===== config.mk =====
export PLATFORM = sky130hd
export DESIGN_NAME = i2c_xfer_sequencer_flat
export DESIGN_NICKNAME = d
export VERILOG_FILES = /design/src/rtl/i2c_seq_pkg.sv /design/src/rtl/i2c_xfer_sequencer_if.sv /design/src/rtl/i2c_wb_access.sv /design/src/rtl/i2c_xfer_sequencer.sv /design/src/flat_wrapper.sv
export SDC_FILE = /design/constraint.sdc
export NUM_CORES = 1
export LEC_CHECK = 0
export ABC_AREA = 1
export BUFFER_PORTS_ARGS = -buffer_cell sky130_fd_sc_hd__buf_2
export CAP_MARGIN = 20
export CORE_MARGIN = 4
export CORE_UTILIZATION = 50
export CTS_CLUSTER_SIZE = 12
export DETAILED_ROUTE_END_ITERATION = 16
export PLACE_DENSITY_LB_ADDON = 0.3
export SLEW_MARGIN = 20
export SYNTH_ARGS = -nofsm -noshare
export SYNTH_HDL_FRONTEND = slang
export SYNTH_HIERARCHICAL = 1
export SYNTH_SLANG_ARGS = --single-unit
export TNS_END_PERCENT = 10

===== constraint.sdc =====
create_clock -name CLOCK_50 -period 2.4 [get_ports CLOCK_50]
set_input_delay 0.48 -clock CLOCK_50 [delete_from_list [all_inputs] [get_ports CLOCK_50]]
set_output_delay 0.48 -clock CLOCK_50 [all_outputs]
set_load 0.01 [all_outputs]

===== src/rtl/i2c_seq_pkg.sv =====
// Shared definitions for the I2C transfer sequencer: OpenCores I2C master
// register addresses, CR command bytes, SR bit positions, sequencer states
// and the micro-op record the top level walks through.
package i2c_seq_pkg;

    // Core register map (TXR/RXR and CR/SR share addresses, split by we)
    localparam logic [2:0] ADR_PRERLO = 3'd0;
    localparam logic [2:0] ADR_PRERHI = 3'd1;
    localparam logic [2:0] ADR_CTR    = 3'd2;
    localparam logic [2:0] ADR_TXR    = 3'd3;
    localparam logic [2:0] ADR_RXR    = 3'd3;
    localparam logic [2:0] ADR_CR     = 3'd4;
    localparam logic [2:0] ADR_SR     = 3'd4;

    // CR command bytes
    localparam logic [7:0] CR_STA_WR     = 8'h90;
    localparam logic [7:0] CR_WR         = 8'h10;
    localparam logic [7:0] CR_WR_STO     = 8'h50;
    localparam logic [7:0] CR_RD_ACK_STO = 8'h68;
    localparam logic [7:0] CR_STO        = 8'h40;

    // SR bit indices
    localparam int unsigned SR_RXACK = 7;
    localparam int unsigned SR_BUSY  = 6;
    localparam int unsigned SR_AL    = 5;
    localparam int unsigned SR_TIP   = 1;

    typedef enum logic [2:0] {
        ST_INIT,
        ST_IDLE,
        ST_WRITE,
        ST_READ,
        ST_STOP,
        ST_RESP
    } state_e;

    typedef enum logic [2:0] {
        OP_WR,
        OP_POLL_TIP,
        OP_POLL_BUSY,
        OP_RD,
        OP_END
    } op_e;

    // One step of a sequence; chk marks polls that follow a written byte
    typedef struct packed {
        op_e        kind;
        logic [2:0] adr;
        logic [7:0] dat;
        logic       chk;
    } op_t;

    function automatic logic [1:0] onehot2(input logic idx);
        return idx ? 2'b10 : 2'b01;
    endfunction

endpackage


===== src/rtl/i2c_xfer_sequencer_if.sv =====
// Bundle of the two-requester transaction handshake, completion response,
// busy flag and Wishbone master bus of i2c_xfer_sequencer.
//   master : sequencer side (drives req_ready, rsp_*, busy, wb_*_o)
//   slave  : requesters + Wishbone core side
interface i2c_xfer_sequencer_if;
    logic [1:0]      req_valid;
    logic [1:0]      req_ready;
    logic [1:0]      req_rnw;
    logic [1:0][6:0] req_dev;
    logic [1:0][7:0] req_reg;
    logic [1:0][7:0] req_wdata;
    logic [1:0]      rsp_valid;
    logic            rsp_nack;
    logic [7:0]      rsp_rdata;
    logic            busy;
    logic [2:0]      wb_adr_o;
    logic [7:0]      wb_dat_o;
    logic            wb_we_o;
    logic            wb_stb_o;
    logic            wb_cyc_o;
    logic [7:0]      wb_dat_i;
    logic            wb_ack_i;

    modport master (
        input  req_valid, req_rnw, req_dev, req_reg, req_wdata, wb_dat_i, wb_ack_i,
        output req_ready, rsp_valid, rsp_nack, rsp_rdata, busy,
               wb_adr_o, wb_dat_o, wb_we_o, wb_stb_o, wb_cyc_o
    );

    modport slave (
        output req_valid, req_rnw, req_dev, req_reg, req_wdata, wb_dat_i, wb_ack_i,
        input  req_ready, rsp_valid, rsp_nack, rsp_rdata, busy,
               wb_adr_o, wb_dat_o, wb_we_o, wb_stb_o, wb_cyc_o
    );
endinterface


===== src/rtl/i2c_wb_access.sv =====
// Single Wishbone access engine.
//   start/addr/wdata/we : request one access (accepted only while idle)
//   done                : one-cycle pulse the cycle after wb_ack_i
//   rdata               : wb_dat_i captured on the ack cycle of a read
//   wb_*                : Wishbone master bus
module i2c_wb_access (
    input  logic       clk,
    input  logic       rst_n,
    input  logic       start,
    input  logic [2:0] addr,
    input  logic [7:0] wdata,
    input  logic       we,
    output logic       done,
    output logic [7:0] rdata,
    output logic [2:0] wb_adr_o,
    output logic [7:0] wb_dat_o,
    output logic       wb_we_o,
    output logic       wb_stb_o,
    output logic       wb_cyc_o,
    input  logic [7:0] wb_dat_i,
    input  logic       wb_ack_i
);
    logic [2:0] adr_q, adr_d;
    logic [7:0] dat_q, dat_d;
    logic       we_q, we_d;
    logic       stb_q, stb_d;
    logic       done_q, done_d;
    logic [7:0] rdata_q, rdata_d;

    always_comb begin
        adr_d   = adr_q;
        dat_d   = dat_q;
        we_d    = we_q;
        stb_d   = stb_q;
        rdata_d = rdata_q;
        done_d  = 1'b0;
        if (stb_q) begin
            if (wb_ack_i) begin
                stb_d  = 1'b0;
                done_d = 1'b1;
                if (!we_q) rdata_d = wb_dat_i;
            end
        end else if (start) begin
            adr_d = addr;
            dat_d = wdata;
            we_d  = we;
            stb_d = 1'b1;
        end
    end

    always_ff @(posedge clk or negedge rst_n) begin
        if (!rst_n) begin
            adr_q   <= '0;
            dat_q   <= '0;
            we_q    <= 1'b0;
            stb_q   <= 1'b0;
            done_q  <= 1'b0;
            rdata_q <= '0;
        end else begin
            adr_q   <= adr_d;
            dat_q   <= dat_d;
            we_q    <= we_d;
            stb_q   <= stb_d;
            done_q  <= done_d;
            rdata_q <= rdata_d;
        end
    end

    // Each cycle carries exactly one access, so cyc and stb share one flop
    assign wb_adr_o = adr_q;
    assign wb_dat_o = dat_q;
    assign wb_we_o  = we_q;
    assign wb_stb_o = stb_q;
    assign wb_cyc_o = stb_q;
    assign done     = done_q;
    assign rdata    = rdata_q;
endmodule


===== src/rtl/i2c_xfer_sequencer.sv =====
// Two-requester I2C register transfer sequencer driving an OpenCores I2C
// master core over Wishbone. After reset it programs the prescaler and CTR,
// then grants requests round-robin and runs a full write or read register
// transaction, including STO recovery on a missing ACK.
//   CLOCK_50 : clock, rising edge
//   RESET_N  : asynchronous active-low reset
//   bus      : requests/responses, busy and Wishbone master (master modport)
module i2c_xfer_sequencer
    import i2c_seq_pkg::*;
#(
    parameter logic [15:0] PRESCALE = 16'h0063,
    parameter logic [7:0]  CTR_VAL  = 8'h80
) (
    input  logic                  CLOCK_50,
    input  logic                  RESET_N,
    i2c_xfer_sequencer_if.master  bus
);
    state_e     state_q;
    logic [3:0] step_q;
    logic       pend_q, start_q;
    logic [2:0] acc_adr_q;
    logic [7:0] acc_dat_q;
    logic       acc_we_q;
    logic       gnt_q, last_q;
    logic       rnw_q;
    logic [6:0] dev_q;
    logic [7:0] reg_q, wdata_q, rxr_q;
    logic [1:0] req_ready_q, rsp_valid_q;
    logic       rsp_nack_q, busy_q;
    logic [7:0] rsp_rdata_q;

    logic       acc_done;
    logic [7:0] acc_rdata;
    logic       gnt_sel;
    op_t        op;

    i2c_wb_access u_acc (
        .clk      (CLOCK_50),
        .rst_n    (RESET_N),
        .start    (start_q),
        .addr     (acc_adr_q),
        .wdata    (acc_dat_q),
        .we       (acc_we_q),
        .done     (acc_done),
        .rdata    (acc_rdata),
        .wb_adr_o (bus.wb_adr_o),
        .wb_dat_o (bus.wb_dat_o),
        .wb_we_o  (bus.wb_we_o),
        .wb_stb_o (bus.wb_stb_o),
        .wb_cyc_o (bus.wb_cyc_o),
        .wb_dat_i (bus.wb_dat_i),
        .wb_ack_i (bus.wb_ack_i)
    );

    // Tie goes to the requester not granted last
    always_comb begin
        gnt_sel = (bus.req_valid == 2'b11) ? ~last_q : bus.req_valid[1];
    end

    // Sequence table: the current state selects the program, step_q the entry
    always_comb begin
        op = '{OP_END, 3'd0, 8'h00, 1'b0};
        unique case (state_q)
            ST_INIT: begin
                case (step_q)
                    4'd0: op = '{OP_WR, ADR_PRERLO, PRESCALE[7:0], 1'b0};
                    4'd1: op = '{OP_WR, ADR_PRERHI, PRESCALE[15:8], 1'b0};
                    4'd2: op = '{OP_WR, ADR_CTR, CTR_VAL, 1'b0};
                    default: ;
                endcase
            end
            ST_WRITE, ST_READ: begin
                case (step_q)
                    4'd0:  op = '{OP_WR, ADR_TXR, {dev_q, 1'b0}, 1'b0};
                    4'd1:  op = '{OP_WR, ADR_CR, CR_STA_WR, 1'b0};
                    4'd2:  op = '{OP_POLL_TIP, ADR_SR, 8'h00, 1'b1};
                    4'd3:  op = '{OP_WR, ADR_TXR, reg_q, 1'b0};
                    4'd4:  op = '{OP_WR, ADR_CR, CR_WR, 1'b0};
                    4'd5:  op = '{OP_POLL_TIP, ADR_SR, 8'h00, 1'b1};
                    4'd6:  op = '{OP_WR, ADR_TXR, rnw_q ? {dev_q, 1'b1} : wdata_q, 1'b0};
                    4'd7:  op = '{OP_WR, ADR_CR, rnw_q ? CR_STA_WR : CR_WR_STO, 1'b0};
                    4'd8:  op = '{OP_POLL_TIP, ADR_SR, 8'h00, 1'b1};
                    4'd9:  if (rnw_q) op = '{OP_WR, ADR_CR, CR_RD_ACK_STO, 1'b0};
                    // RxACK after the last read byte is our own NACK: no check
                    4'd10: if (rnw_q) op = '{OP_POLL_TIP, ADR_SR, 8'h00, 1'b0};
                    4'd11: if (rnw_q) op = '{OP_RD, ADR_RXR, 8'h00, 1'b0};
                    default: ;
                endcase
            end
            ST_STOP: begin
                case (step_q)
                    4'd0: op = '{OP_WR, ADR_CR, CR_STO, 1'b0};
                    4'd1: op = '{OP_POLL_BUSY, ADR_SR, 8'h00, 1'b0};
                    default: ;
                endcase
            end
            default: ;
        endcase
    end

    always_ff @(posedge CLOCK_50 or negedge RESET_N) begin
        if (!RESET_N) begin
            state_q     <= ST_INIT;
            step_q      <= '0;
            pend_q      <= 1'b0;
            start_q     <= 1'b0;
            acc_adr_q   <= '0;
            acc_dat_q   <= '0;
            acc_we_q    <= 1'b0;
            gnt_q       <= 1'b0;
            last_q      <= 1'b1;
            rnw_q       <= 1'b0;
            dev_q       <= '0;
            reg_q       <= '0;
            wdata_q     <= '0;
            rxr_q       <= '0;
            req_ready_q <= '0;
            rsp_valid_q <= '0;
            rsp_nack_q  <= 1'b0;
            rsp_rdata_q <= '0;
            busy_q      <= 1'b0;
        end else begin
            start_q     <= 1'b0;
            req_ready_q <= '0;
            rsp_valid_q <= '0;
            unique case (state_q)
                ST_IDLE: begin
                    if (bus.req_valid != 2'b00) begin
                        req_ready_q <= onehot2(gnt_sel);
                        gnt_q       <= gnt_sel;
                        last_q      <= gnt_sel;
                        rnw_q       <= bus.req_rnw[gnt_sel];
                        dev_q       <= bus.req_dev[gnt_sel];
                        reg_q       <= bus.req_reg[gnt_sel];
                        wdata_q     <= bus.req_wdata[gnt_sel];
                        busy_q      <= 1'b1;
                        step_q      <= '0;
                        state_q     <= bus.req_rnw[gnt_sel] ? ST_READ : ST_WRITE;
                    end
                end
                ST_RESP: begin
                    busy_q      <= 1'b0;
                    rsp_nack_q  <= 1'b0;
                    rsp_rdata_q <= '0;
                    state_q     <= ST_IDLE;
                end
                default: begin
                    if (state_q == ST_INIT) busy_q <= 1'b1;
                    if (!pend_q) begin
                        if (op.kind == OP_END) begin
                            if (state_q == ST_INIT) begin
                                busy_q  <= 1'b0;
                                state_q <= ST_IDLE;
                            end else begin
                                rsp_valid_q <= onehot2(gnt_q);
                                rsp_nack_q  <= (state_q == ST_STOP);
                                rsp_rdata_q <= (state_q == ST_READ) ? rxr_q : 8'h00;
                                state_q     <= ST_RESP;
                            end
                        end else begin
                            start_q   <= 1'b1;
                            pend_q    <= 1'b1;
                            acc_adr_q <= op.adr;
                            acc_dat_q <= op.dat;
                            acc_we_q  <= (op.kind == OP_WR);
                        end
                    end else if (acc_done) begin
                        pend_q <= 1'b0;
                        unique case (op.kind)
                            OP_POLL_TIP: begin
                                if (!acc_rdata[SR_TIP]) begin
                                    if (op.chk && acc_rdata[SR_AL]) begin
                                        // Arbitration lost: the bus is not ours to stop
                                        rsp_valid_q <= onehot2(gnt_q);
                                        rsp_nack_q  <= 1'b1;
                                        rsp_rdata_q <= 8'h00;
                                        state_q     <= ST_RESP;
                                    end else if (op.chk && acc_rdata[SR_RXACK]) begin
                                        state_q <= ST_STOP;
                                        step_q  <= '0;
                                    end else begin
                                        step_q <= step_q + 4'd1;
                                    end
                                end
                            end
                            OP_POLL_BUSY: begin
                                if (!acc_rdata[SR_BUSY]) step_q <= step_q + 4'd1;
                            end
                            OP_RD: begin
                                rxr_q  <= acc_rdata;
                                step_q <= step_q + 4'd1;
                            end
                            default: step_q <= step_q + 4'd1;
                        endcase
                    end
                end
            endcase
        end
    end

    assign bus.req_ready = req_ready_q;
    assign bus.rsp_valid = rsp_valid_q;
    assign bus.rsp_nack  = rsp_nack_q;
    assign bus.rsp_rdata = rsp_rdata_q;
    assign bus.busy      = busy_q;
endmodule


===== src/flat_wrapper.sv =====
// flat-port wrapper written by rule: the top's interface ports become plain ports
module i2c_xfer_sequencer_flat import i2c_seq_pkg::*;
#(
    parameter logic [15:0] PRESCALE = 16'h0063,
    parameter logic [7:0]  CTR_VAL  = 8'h80
)
  (CLOCK_50, RESET_N, bus_req_valid, bus_req_rnw, bus_req_dev, bus_req_reg, bus_req_wdata, bus_wb_dat_i, bus_wb_ack_i, bus_req_ready, bus_rsp_valid, bus_rsp_nack, bus_rsp_rdata, bus_busy, bus_wb_adr_o, bus_wb_dat_o, bus_wb_we_o, bus_wb_stb_o, bus_wb_cyc_o);
  i2c_xfer_sequencer_if bus_i ();
  input  logic CLOCK_50;
  input  logic RESET_N;
  input wire logic [$bits(bus_i.req_valid)-1:0] bus_req_valid;
  input wire logic [$bits(bus_i.req_rnw)-1:0] bus_req_rnw;
  input wire logic [$bits(bus_i.req_dev)-1:0] bus_req_dev;
  input wire logic [$bits(bus_i.req_reg)-1:0] bus_req_reg;
  input wire logic [$bits(bus_i.req_wdata)-1:0] bus_req_wdata;
  input wire logic [$bits(bus_i.wb_dat_i)-1:0] bus_wb_dat_i;
  input wire logic [$bits(bus_i.wb_ack_i)-1:0] bus_wb_ack_i;
  output wire logic [$bits(bus_i.req_ready)-1:0] bus_req_ready;
  output wire logic [$bits(bus_i.rsp_valid)-1:0] bus_rsp_valid;
  output wire logic [$bits(bus_i.rsp_nack)-1:0] bus_rsp_nack;
  output wire logic [$bits(bus_i.rsp_rdata)-1:0] bus_rsp_rdata;
  output wire logic [$bits(bus_i.busy)-1:0] bus_busy;
  output wire logic [$bits(bus_i.wb_adr_o)-1:0] bus_wb_adr_o;
  output wire logic [$bits(bus_i.wb_dat_o)-1:0] bus_wb_dat_o;
  output wire logic [$bits(bus_i.wb_we_o)-1:0] bus_wb_we_o;
  output wire logic [$bits(bus_i.wb_stb_o)-1:0] bus_wb_stb_o;
  output wire logic [$bits(bus_i.wb_cyc_o)-1:0] bus_wb_cyc_o;
  assign bus_i.req_valid = bus_req_valid;
  assign bus_i.req_rnw = bus_req_rnw;
  assign bus_i.req_dev = bus_req_dev;
  assign bus_i.req_reg = bus_req_reg;
  assign bus_i.req_wdata = bus_req_wdata;
  assign bus_i.wb_dat_i = bus_wb_dat_i;
  assign bus_i.wb_ack_i = bus_wb_ack_i;
  assign bus_req_ready = bus_i.req_ready;
  assign bus_rsp_valid = bus_i.rsp_valid;
  assign bus_rsp_nack = bus_i.rsp_nack;
  assign bus_rsp_rdata = bus_i.rsp_rdata;
  assign bus_busy = bus_i.busy;
  assign bus_wb_adr_o = bus_i.wb_adr_o;
  assign bus_wb_dat_o = bus_i.wb_dat_o;
  assign bus_wb_we_o = bus_i.wb_we_o;
  assign bus_wb_stb_o = bus_i.wb_stb_o;
  assign bus_wb_cyc_o = bus_i.wb_cyc_o;
  i2c_xfer_sequencer #(.PRESCALE(PRESCALE), .CTR_VAL(CTR_VAL)) u_core (.CLOCK_50(CLOCK_50), .RESET_N(RESET_N), .bus(bus_i));
endmodule

==> flow_summary.ini, run 1 <==
[outcome]
status = finished, final reports clean

[power_and_ir_drop]
power.total_mw = 6.27
leakagePower_nw = 2.84
power_density_nw_per_um2 = 1140
vdd_drop_max_mv = 0.486

[global_route]
grt_pass1_wl_mm = 19.3
antenna_found_initial = 0
grt_overflow = 0
grt_usage_pct = 21.1
grt_max_degree = 48
grt_pass1_vias = 4082

[clock_tree]
cts_tree = done
post_cts_buffers = 0
insertion_delay_ns = 0.36
clockRootBuffer = clkbuf_8
ctsHtreeMaxLevel = 3
clk_pin_slew_ns = 0.09
clock_sinks = 91
numCtsBuffers = 9
ctsLongestPathBuffers = 2

[finish]
areaGrowthSynthToFinish_pct = 14.2
diodes = 0
finalNonFillerCells = 791
drive_gt1_share_pct = 24.9
fin_nets = 723

[die]
die_h_um = 106
die-width_um = 106
start_util_pct = 51.7
row_count = 35
core_area_um2 = 9280
die_area_um2 = 11200
ios = 89

[setup_path]
worstSetupPathType = register to register
max_stage_delay_ns = 0.44
timing.rr.start = u_core/step_q[0]$_DFFE_PN0P_
critPathLaunch = u_core/step_q[0]$_DFFE_PN0P_
endpoint_kind = register
critical_path.cell_chain = inv_1, ha_1, nand4_1, nand2_2, nand2_4, a21oi_2, nand3_2, nand2_4, nand3_4, nand2_1, nand2_1
critPathArrivalTime_ns = 2.37
timing.rr.end = u_core/bus.rsp_nack$_DFFE_PN0P_
worst_r2r_path_depth = 11
crit_fanout = 10
crit_slowest_cell = dfrtp_1
startpoint_type = register
cp.required_ns = 2.65
reg2reg_slack_ns = 0.28
endpoint = u_core/bus.rsp_nack$_DFFE_PN0P_

[yosys]
syn_nets = 639
synth_top_area_share_pct = 46.9
ys_ff_latch = 91
yosysMostFrequentCell = nand2_1
synth_edf_count = 0
synth_top_cell_by_area = dfrtp_1
synth_common_cells = nand2_1, dfrtp_1, inv_1
yosys_warnings = 6
syn_inst = 574
yosysSeqAreaShare_pct = 47.5
synth_cell_type_count = 43
synth_ff_type = dfrtp_1
ys_async_sr_fraction_pct = 100
syn_area_um2 = 4800
yosys-top-cells-area = dfrtp_1, nand2_1, inv_1, nand3_1, o21ai_0
syn_area_per_cell_um2 = 8.36

[timing]
slew_headroom_pct = 58.9
finalSetupTns_ns = 0
setup_violations = 0
hold_viol_final = 0
tightest_slew_ns = 0.617
setup_ws_ns = 0.284
rsz0062_at_grt = no
slew_violations = 0
finClkSkew_ns = 0.0136
finalCritPeriodShare_pct = 88.2
fmax_mhz = 473
period_needed_ns = 2.12

[hold_path]
hold_class = primary input to async pin

[drt]
routed-via-count = 4100
finalWirelength_mm = 11.1
drc = 0
dr.pass1.iters = 5
route.antenna.remaining_nets = 0
viasPerCell = 5.18
drtIter0Drc = 237
avgRoutedWirePerCell_um = 14.0

[place]
dpl.hpwl_mm = 8.55
place_ws_ns = 0.286
gp_congestion = 0.899
port_buffers = 88
dp.cells = 776

[run]
drv_cap = 0
## cell usage in the layout, fill, tap and decap left out, types with 8 or more instances in the layout
master | synthesis | final
a21oi_1 | 14 | 14
buf_2 | 6 | 87
clkbuf_8 | 0 | 9
dfrtp_1 | 90 | 90
inv_1 | 52 | 52
inv_2 | 11 | 11
nand2_1 | 150 | 150
nand3_1 | 37 | 37
nand4_1 | 22 | 22
nor2_1 | 40 | 40
o211ai_1 | 8 | 8
o21ai_0 | 37 | 36
o21ai_1 | 13 | 14
o22ai_1 | 11 | 11
## what timing repair did
action / 4_1_cts / 5_1_grt
resized for setup: 0 / 1
endpoints found under the setup margin: 0 / 1
hold buffers: 0 / 0
## through the flow
step                      hold WS, ns  instance area, µm²  util (%)
final                           0.118                5480      59.0
after CTS                       0.143                5480      59.0
after floorplan                 0.184                4800         -
after detailed placement        0.454                5320      57.3
after global placement          0.450                5320      57.3
after global routing            0.169                5480      59.0
## worst min-delay path by stage
| stage | depth (start not counted) | slack (ns) | endpoint | from |
|---|---|---|---|---|
| after floorplan | 0 | 0.18 | async pin | RESET_N |
| after CTS | 1 | 0.14 | u_core/u_acc/wb_dat_o[7]$_DFFE_PN0P_ | RESET_N |
| final | 1 | 0.12 | u_core/u_acc/wb_dat_o[7]$_DFFE_PN0P_ | RESET_N |
| after global routing | 1 | 0.17 | u_core/u_acc/wb_dat_o[7]$_DFFE_PN0P_ | RESET_N |
| after global placement | 2 | 0.45 | u_core/bus.rsp_rdata[5]$_DFFE_PN0P_ | u_core/bus.rsp_rdata[5]$_DFFE_PN0P_ |
| after detailed placement | 2 | 0.45 | u_core/bus.rsp_rdata[2]$_DFFE_PN0P_ | u_core/bus.rsp_rdata[2]$_DFFE_PN0P_ |
## cells by family after synthesis
| group | share of synthesized area, % |
|---|---|
| simple gates | 28.5 |
| flops | 47.5 |
| buf+inv | 8.03 |
| mux | 1.85 |
| xor+xnor | 0.365 |
| compound gates | 12.7 |
| fa+ha+maj | 1.04 |
## metal layers
metal,share of wire (%),track usage (%),wire length (µm)
met1,47,29.3,5270
met2,45,33.5,5030
met3,5.7,3.58,634
met4,1.5,7.49,165
met5,0,0,0
## sequential cells by signal, indices dropped and copies added, names as in the netlist, 3 cells and up, named ones only
name                   cells
u_core/rxr_q               8
u_core/u_acc/rdata         8
u_core/dev_q               7
u_core/state_q             3
u_core/u_acc/wb_dat_o      8
u_core/acc_dat_q           8
u_core/reg_q               8
u_core/acc_adr_q           3
u_core/u_acc/wb_adr_o      3
u_core/bus.rsp_rdata       8
u_core/wdata_q             8
u_core/step_q              4
## where the power goes
group,switching [mW],internal (mW),total [mW]
registers,0.440,2.11,2.55
clock network,0.537,0.377,0.914
logic,1.86,0.946,2.81
## area by class of cell
type / instances / area (µm²)
clock buffer: 10 / 128
clock inverter: 5 / 37.5
fill: 868 / 3800
inverter: 67 / 256
multi-input combinational: 397 / 2130
sequential: 91 / 2280
tap: 129 / 161
timing repair buffer: 92 / 485
## worst max-delay path: cells and delay by family, from the launching register on
kind / cells / cell delay (ns)
AO/OA/AOI/OAI: 1 / 0.22
adder cells (fa/ha/maj): 1 / 0.26
AND/OR/NAND/NOR: 8 / 0.96
buffers and inverters: 1 / 0.13
flip-flops: 1 / 0.44
Power figures use the tool's default switching activity.
==> inputs of run 2 (changes only) <==
--- a/config.mk
+++ b/config.mk
@@ -8,7 +8,7 @@
 export ABC_AREA = 1
 export BUFFER_PORTS_ARGS = -buffer_cell sky130_fd_sc_hd__buf_2
 export CAP_MARGIN = 20
-export CORE_MARGIN = 4
+export CORE_MARGIN = 2
 export CORE_UTILIZATION = 50
 export CTS_CLUSTER_SIZE = 12
 export DETAILED_ROUTE_END_ITERATION = 16
==> constraint.sdc (replaced) <==
create_clock -name CLOCK_50 -period 2.4 [get_ports CLOCK_50]
set_input_delay 0.12 -clock CLOCK_50 [delete_from_list [all_inputs] [get_ports CLOCK_50]]
set_output_delay 0.12 -clock CLOCK_50 [all_outputs]
set_load 0.01 [all_outputs]
==> run 2 against run 1 <==
Cell count rose by 2.0%; non-clock buffer count rose by 15; clock skew fell by 0.0058 ns; wire length rose by 0.14%.
==> flow_summary.ini, run 2 (synthesis results as in run 1) <==
[outcome]
status = finished, final reports clean

[timing]
rsz0062_at_grt = no
slew_headroom_pct = 63.4
hold_ws_ns = 0.0107
setup_violations = 0
fmax_mhz = 478
finalSetupTns_ns = 0
tightest_slew_ns = 0.550
hold_viol_final = 0
slew_violations = 0
finalCritPeriodShare_pct = 87.2
finClkSkew_ns = 0.00776
period_needed_ns = 2.09

[drt]
drc = 0
avgRoutedWirePerCell_um = 13.8
viasPerCell = 5.16
finalWirelength_mm = 11.1
route.antenna.remaining_nets = 0
drtIter0Drc = 235
dr.pass1.iters = 5
routed-via-count = 4162

[power_and_ir_drop]
power.total_mw = 6.41
leakagePower_nw = 2.92
vdd_drop_max_mv = 0.439
power_density_nw_per_um2 = 1130

[finish]
fillCellCount = 831
final_cell_mix = nand2_1, dfrtp_1, buf_2
drive_gt1_share_pct = 24.6
seqCellArea_um2 = 2280
areaGrowthSynthToFinish_pct = 18.0
fin_nets = 738
finalNonFillerCells = 807
final_common_cell = nand2_1
diodes = 0
fin_util_pct = 61.0
multi_input_area_um2 = 2130

[global_route]
grt_pass1_wl_mm = 18.5
grtUsageMet1_pct = 31.5
use_met2_pct = 36.7
grt_usage_pct = 22.7
antenna_found_initial = 0
grt_max_degree = 49
met3_usage_pct = 3.08
grt_overflow = 0
grt.busiest_layer = met2
grt_pass1_vias = 3915

[setup_path]
crit_fanout = 18
cp.required_ns = 2.65
endpoint_kind = register
worstSetupPathType = register to register
startpoint_type = register
critPathArrivalTime_ns = 2.34

[die]
core_area_um2 = 9280
die-width_um = 102
row_count = 35
ios = 89
die_h_um = 102
die_area_um2 = 10400
start_util_pct = 51.7

[clock_tree]
ctsLongestPathBuffers = 2
clk_pin_slew_ns = 0.09
numCtsBuffers = 9
insertion_delay_ns = 0.36
clockRootBuffer = clkbuf_8
clock_sinks = 91
ctsHtreeMaxLevel = 3
post_cts_buffers = 0
cts_tree = done

[hold_path]
hold_class = primary input to register

[place]
port_buffers = 88
dpl.hpwl_mm = 8.50
gp_congestion = 0.911
dp.cells = 777

[run]
drv_cap = 0
## run 2: changes by cell type in the layout (fill, tap and decap cells not counted), sizes merged
cell | before | now
bufinv | 0 | 1
dlygate4sd3 | 0 | 14
buf | 92 | 93
## run 2: power breakdown
group,switching [mW],leakage (nW),internal [mW]
Sequential,0.452,1.17,2.11
Combinational,1.85,1.66,0.964
Clock,0.553,0.0935,0.491
Total,2.85,2.92,3.56
## run 2: critical path, stage by stage, from the launching register on
cell     delay [ns]
dfrtp_1        0.42
inv_1          0.10
ha_1           0.25
o21ai_0        0.29
nand3_1        0.11
nand2_1        0.11
inv_1          0.06
nand2_2        0.11
nand2_2        0.09
nand2_4        0.18
inv_2          0.10
nor2_1         0.11
a31oi_1        0.05
## run 2: final cells by class
class,count,share of cell area [%]
clock buffer,10,2.25
clock inverter,6,1.26
inverter,67,4.53
multi-input combinational,397,37.7
sequential,91,40.2
tap,129,2.85
timing repair buffer,107,11.2
## run 2: per-stage QoR
stage,area [µm²],setup slack (ns)
2_1_floorplan,4800,0.632
3_3_place_gp,5320,0.378
6_report,5660,0.307
3_5_place_dp,5320,0.311
5_1_grt,5660,0.0796
4_1_cts,5660,0.316
## run 2: path summary, 6_finish.rpt
kind / endpoint / slack [ns] / startpoint / depth (start not counted)
min reg2reg: u_core/last_q$_DFFE_PN1P_ / 0.47 / u_core/last_q$_DFFE_PN1P_ / 2
max reg2reg: u_core/acc_dat_q[6]$_DFFE_PN0P_ / 0.31 / u_core/step_q[0]$_DFFE_PN0P_ / 12
max in group asynchronous: u_core/last_q$_DFFE_PN1P_ / 1.44 / RESET_N / 3
min: u_core/u_acc/rdata[1]$_DFFE_PN0P_ / 0.01 / bus_wb_dat_i[1] / 3
min in group asynchronous: u_core/u_acc/wb_dat_o[5]$_DFFE_PN0P_ / 0.27 / RESET_N / 2
max: u_core/acc_dat_q[6]$_DFFE_PN0P_ / 0.31 / u_core/step_q[0]$_DFFE_PN0P_ / 12
## run 2: layer usage
layer | part of all wire (%) | vias up | routed length (µm)
met5 | 0 | - | 0
met4 | 2.1 | 0 | 232
met3 | 5.3 | 21 | 587
met2 | 47 | 127 | 5250
met1 | 45 | 1918 | 5040
li1 | - | 2096 | -
## run 2: repair_timing
item	in CTS	in global routing
hold buffers	14	0
resized for setup	0	0
hold endpoints to repair	52	0
==> inputs of run 3 (changes only) <==
==> constraint.sdc (replaced) <==
create_clock -name CLOCK_50 -period 1.9 [get_ports CLOCK_50]
set_input_delay 0.095 -clock CLOCK_50 [delete_from_list [all_inputs] [get_ports CLOCK_50]]
set_output_delay 0.095 -clock CLOCK_50 [all_outputs]
set_load 0.01 [all_outputs]
==> run 3 against run 2 <==
The flow now finishes with violations (negative setup slack); utilization rose by 8.2 points; global-route usage increased by 3.0 points; first-iteration DRC count shrank 9.8%; wire length grew 18%; clock-buffer cell count is 1 lower; fmax rose by 9.2%; critical path type unchanged; critical endpoint is now u_core/bus.rsp_rdata[0]$_DFFE_PN0P_.
==> flow_summary.ini, run 3 (synthesis results as in run 1) <==
[outcome]
status = finished, violations left
failed_checks = negative setup slack

[global_route]
use_met2_pct = 43.5
grt_max_degree = 47
grt_overflow = 0
grt.busiest_layer = met2
grt_pass1_wl_mm = 21.1
met3_usage_pct = 4.38
grtUsageMet1_pct = 33.3
antenna_found_initial = 0
grt_usage_pct = 25.8
grt_pass1_vias = 4541

[setup_path]
endpoint_kind = register
crit_fanout = 6
critical_path.cell_chain = buf_6, ha_4, o211ai_1, nand3_2, a21oi_2, nand3_2, nand2_4, nand3_4, nand2_1, nand2_1
endpoint = u_core/bus.rsp_rdata[0]$_DFFE_PN0P_
worstSetupPathType = register to register
crit_slowest_cell = dfrtp_1
cp.required_ns = 2.16
max_stage_delay_ns = 0.44
reg2reg_slack_ns = -0.02
timing.rr.end = u_core/bus.rsp_rdata[0]$_DFFE_PN0P_
crit_cells = 10
critPathArrivalTime_ns = 2.17
crit_buf_inv = 1
timing.rr.start = u_core/step_q[1]$_DFFE_PN0P_
worst_r2r_path_depth = 10
cp_top_family = simple AND/OR/NAND/NOR gates
startpoint_type = register
critPathLaunch = u_core/step_q[1]$_DFFE_PN0P_

[timing]
fmax_mhz = 522
tightest_slew_ns = 0.684
slew_violations = 0
slew_headroom_pct = 54.4
finClkSkew_ns = 0.0148
hold_viol_final = 0
period_needed_ns = 1.92
finalSetupTns_ns = -0.0699
rsz0062_at_grt = yes
setup_ws_ns = -0.0169
finalCritPeriodShare_pct = 101
setup_violations = 8

[die]
ios = 89
die-width_um = 102
core_area_um2 = 9280
row_count = 35
die_area_um2 = 10400
start_util_pct = 51.7
die_h_um = 102

[power_and_ir_drop]
power_density_nw_per_um2 = 1450
vdd_drop_max_mv = 0.643
power.total_mw = 9.33
leakagePower_nw = 3.27

[finish]
diodes = 0
drive_gt1_share_pct = 32.8
final_common_cell = nand2_1
fillCellCount = 756
fin_nets = 804
areaGrowthSynthToFinish_pct = 34.0
seqCellArea_um2 = 2280
final_cell_mix = nand2_1, buf_2, dfrtp_1
multi_input_area_um2 = 2330

[hold_path]
hold_class = primary input to register

[drt]
avgRoutedWirePerCell_um = 15.0
route.antenna.remaining_nets = 0
routed-via-count = 4607
finalWirelength_mm = 13.1
drc = 0
drtIter0Drc = 212
dr.pass1.iters = 5
viasPerCell = 5.28

[clock_tree]
ctsHtreeMaxLevel = 3
clockRootBuffer = clkbuf_8
insertion_delay_ns = 0.37
numCtsBuffers = 9
clock_sinks = 91
ctsLongestPathBuffers = 2
cts_tree = done
clk_pin_slew_ns = 0.09

[place]
port_buffers = 88
dpl.hpwl_mm = 8.99
gp_congestion = 0.910
place_ws_ns = -0.193

[run]
drv_cap = 0
## run 3: layout make-up
class	instances	area share [%]
clock inverter	7	1.44
inverter	67	4.07
multi-input combinational	400	36.2
tap	129	2.51
sequential	91	35.5
clock buffer	9	1.93
timing repair buffer	170	18.3
## run 3: worst min-delay path by stage
| stage | from | endpoint | slack (ns) | depth (start not counted) |
|---|---|---|---|---|
| global route | bus_wb_dat_i[7] | u_core/u_acc/rdata[7]$_DFFE_PN0P_ | 0.02 | 3 |
| CTS | bus_req_dev[8] | u_core/dev_q[1]$_DFFE_PN0P_ | 0.005 | 3 |
| finish | bus_req_dev[13] | u_core/dev_q[6]$_DFFE_PN0P_ | 0.01 | 3 |
| detailed placement | RESET_N | u_core/u_acc/wb_dat_o[1]$_DFFE_PN0P_ | -0.02 | 1 |
| global placement | RESET_N | u_core/u_acc/wb_dat_o[1]$_DFFE_PN0P_ | -0.02 | 1 |
| floorplan | RESET_N | async pin | -0.20 | 0 |
## run 3: repair_timing
action | 4_1_cts | 5_1_grt
cloned | 2 | 1
hold buffers | 30 | 0
resized for setup | 23 | 25
hold endpoints to repair | 112 | 0
buffers inserted | 4 | 9
endpoints found under the setup margin | 37 | 40
pin swaps | 4 | 12
## run 3: power breakdown
part / switching, mW / internal, mW / total, mW
sequential: 0.533 / 2.67 / 3.20
clock: 0.775 / 0.643 / 1.42
combinational: 2.85 / 1.87 / 4.71
total: 4.16 / 5.17 / 9.33
## run 3: worst min-delay path, cell delays in order
cell	delay, ns
buf_2	0.08
nor2_1	0.04
o21ai_1	0.12
## run 3: per-stage QoR
step                      area (µm²)  util [%]  hold slack (ns)  cells
after floorplan                 4800         -           -0.201    574
after global placement          5590      60.2          -0.0243    811
after detailed placement        5590      60.2          -0.0222    811
after CTS                       6270      67.6          0.00466    863
after global routing            6430      69.2           0.0201    873
final                           6430      69.2           0.0143    873
## run 3: metal layers
layer	part of all wire [%]	vias up	wire (µm)
met5	0	-	0
met4	2.7	0	348
met3	5.3	32	693
met2	49	155	6420
met1	43	2176	5600
li1	-	2244	-
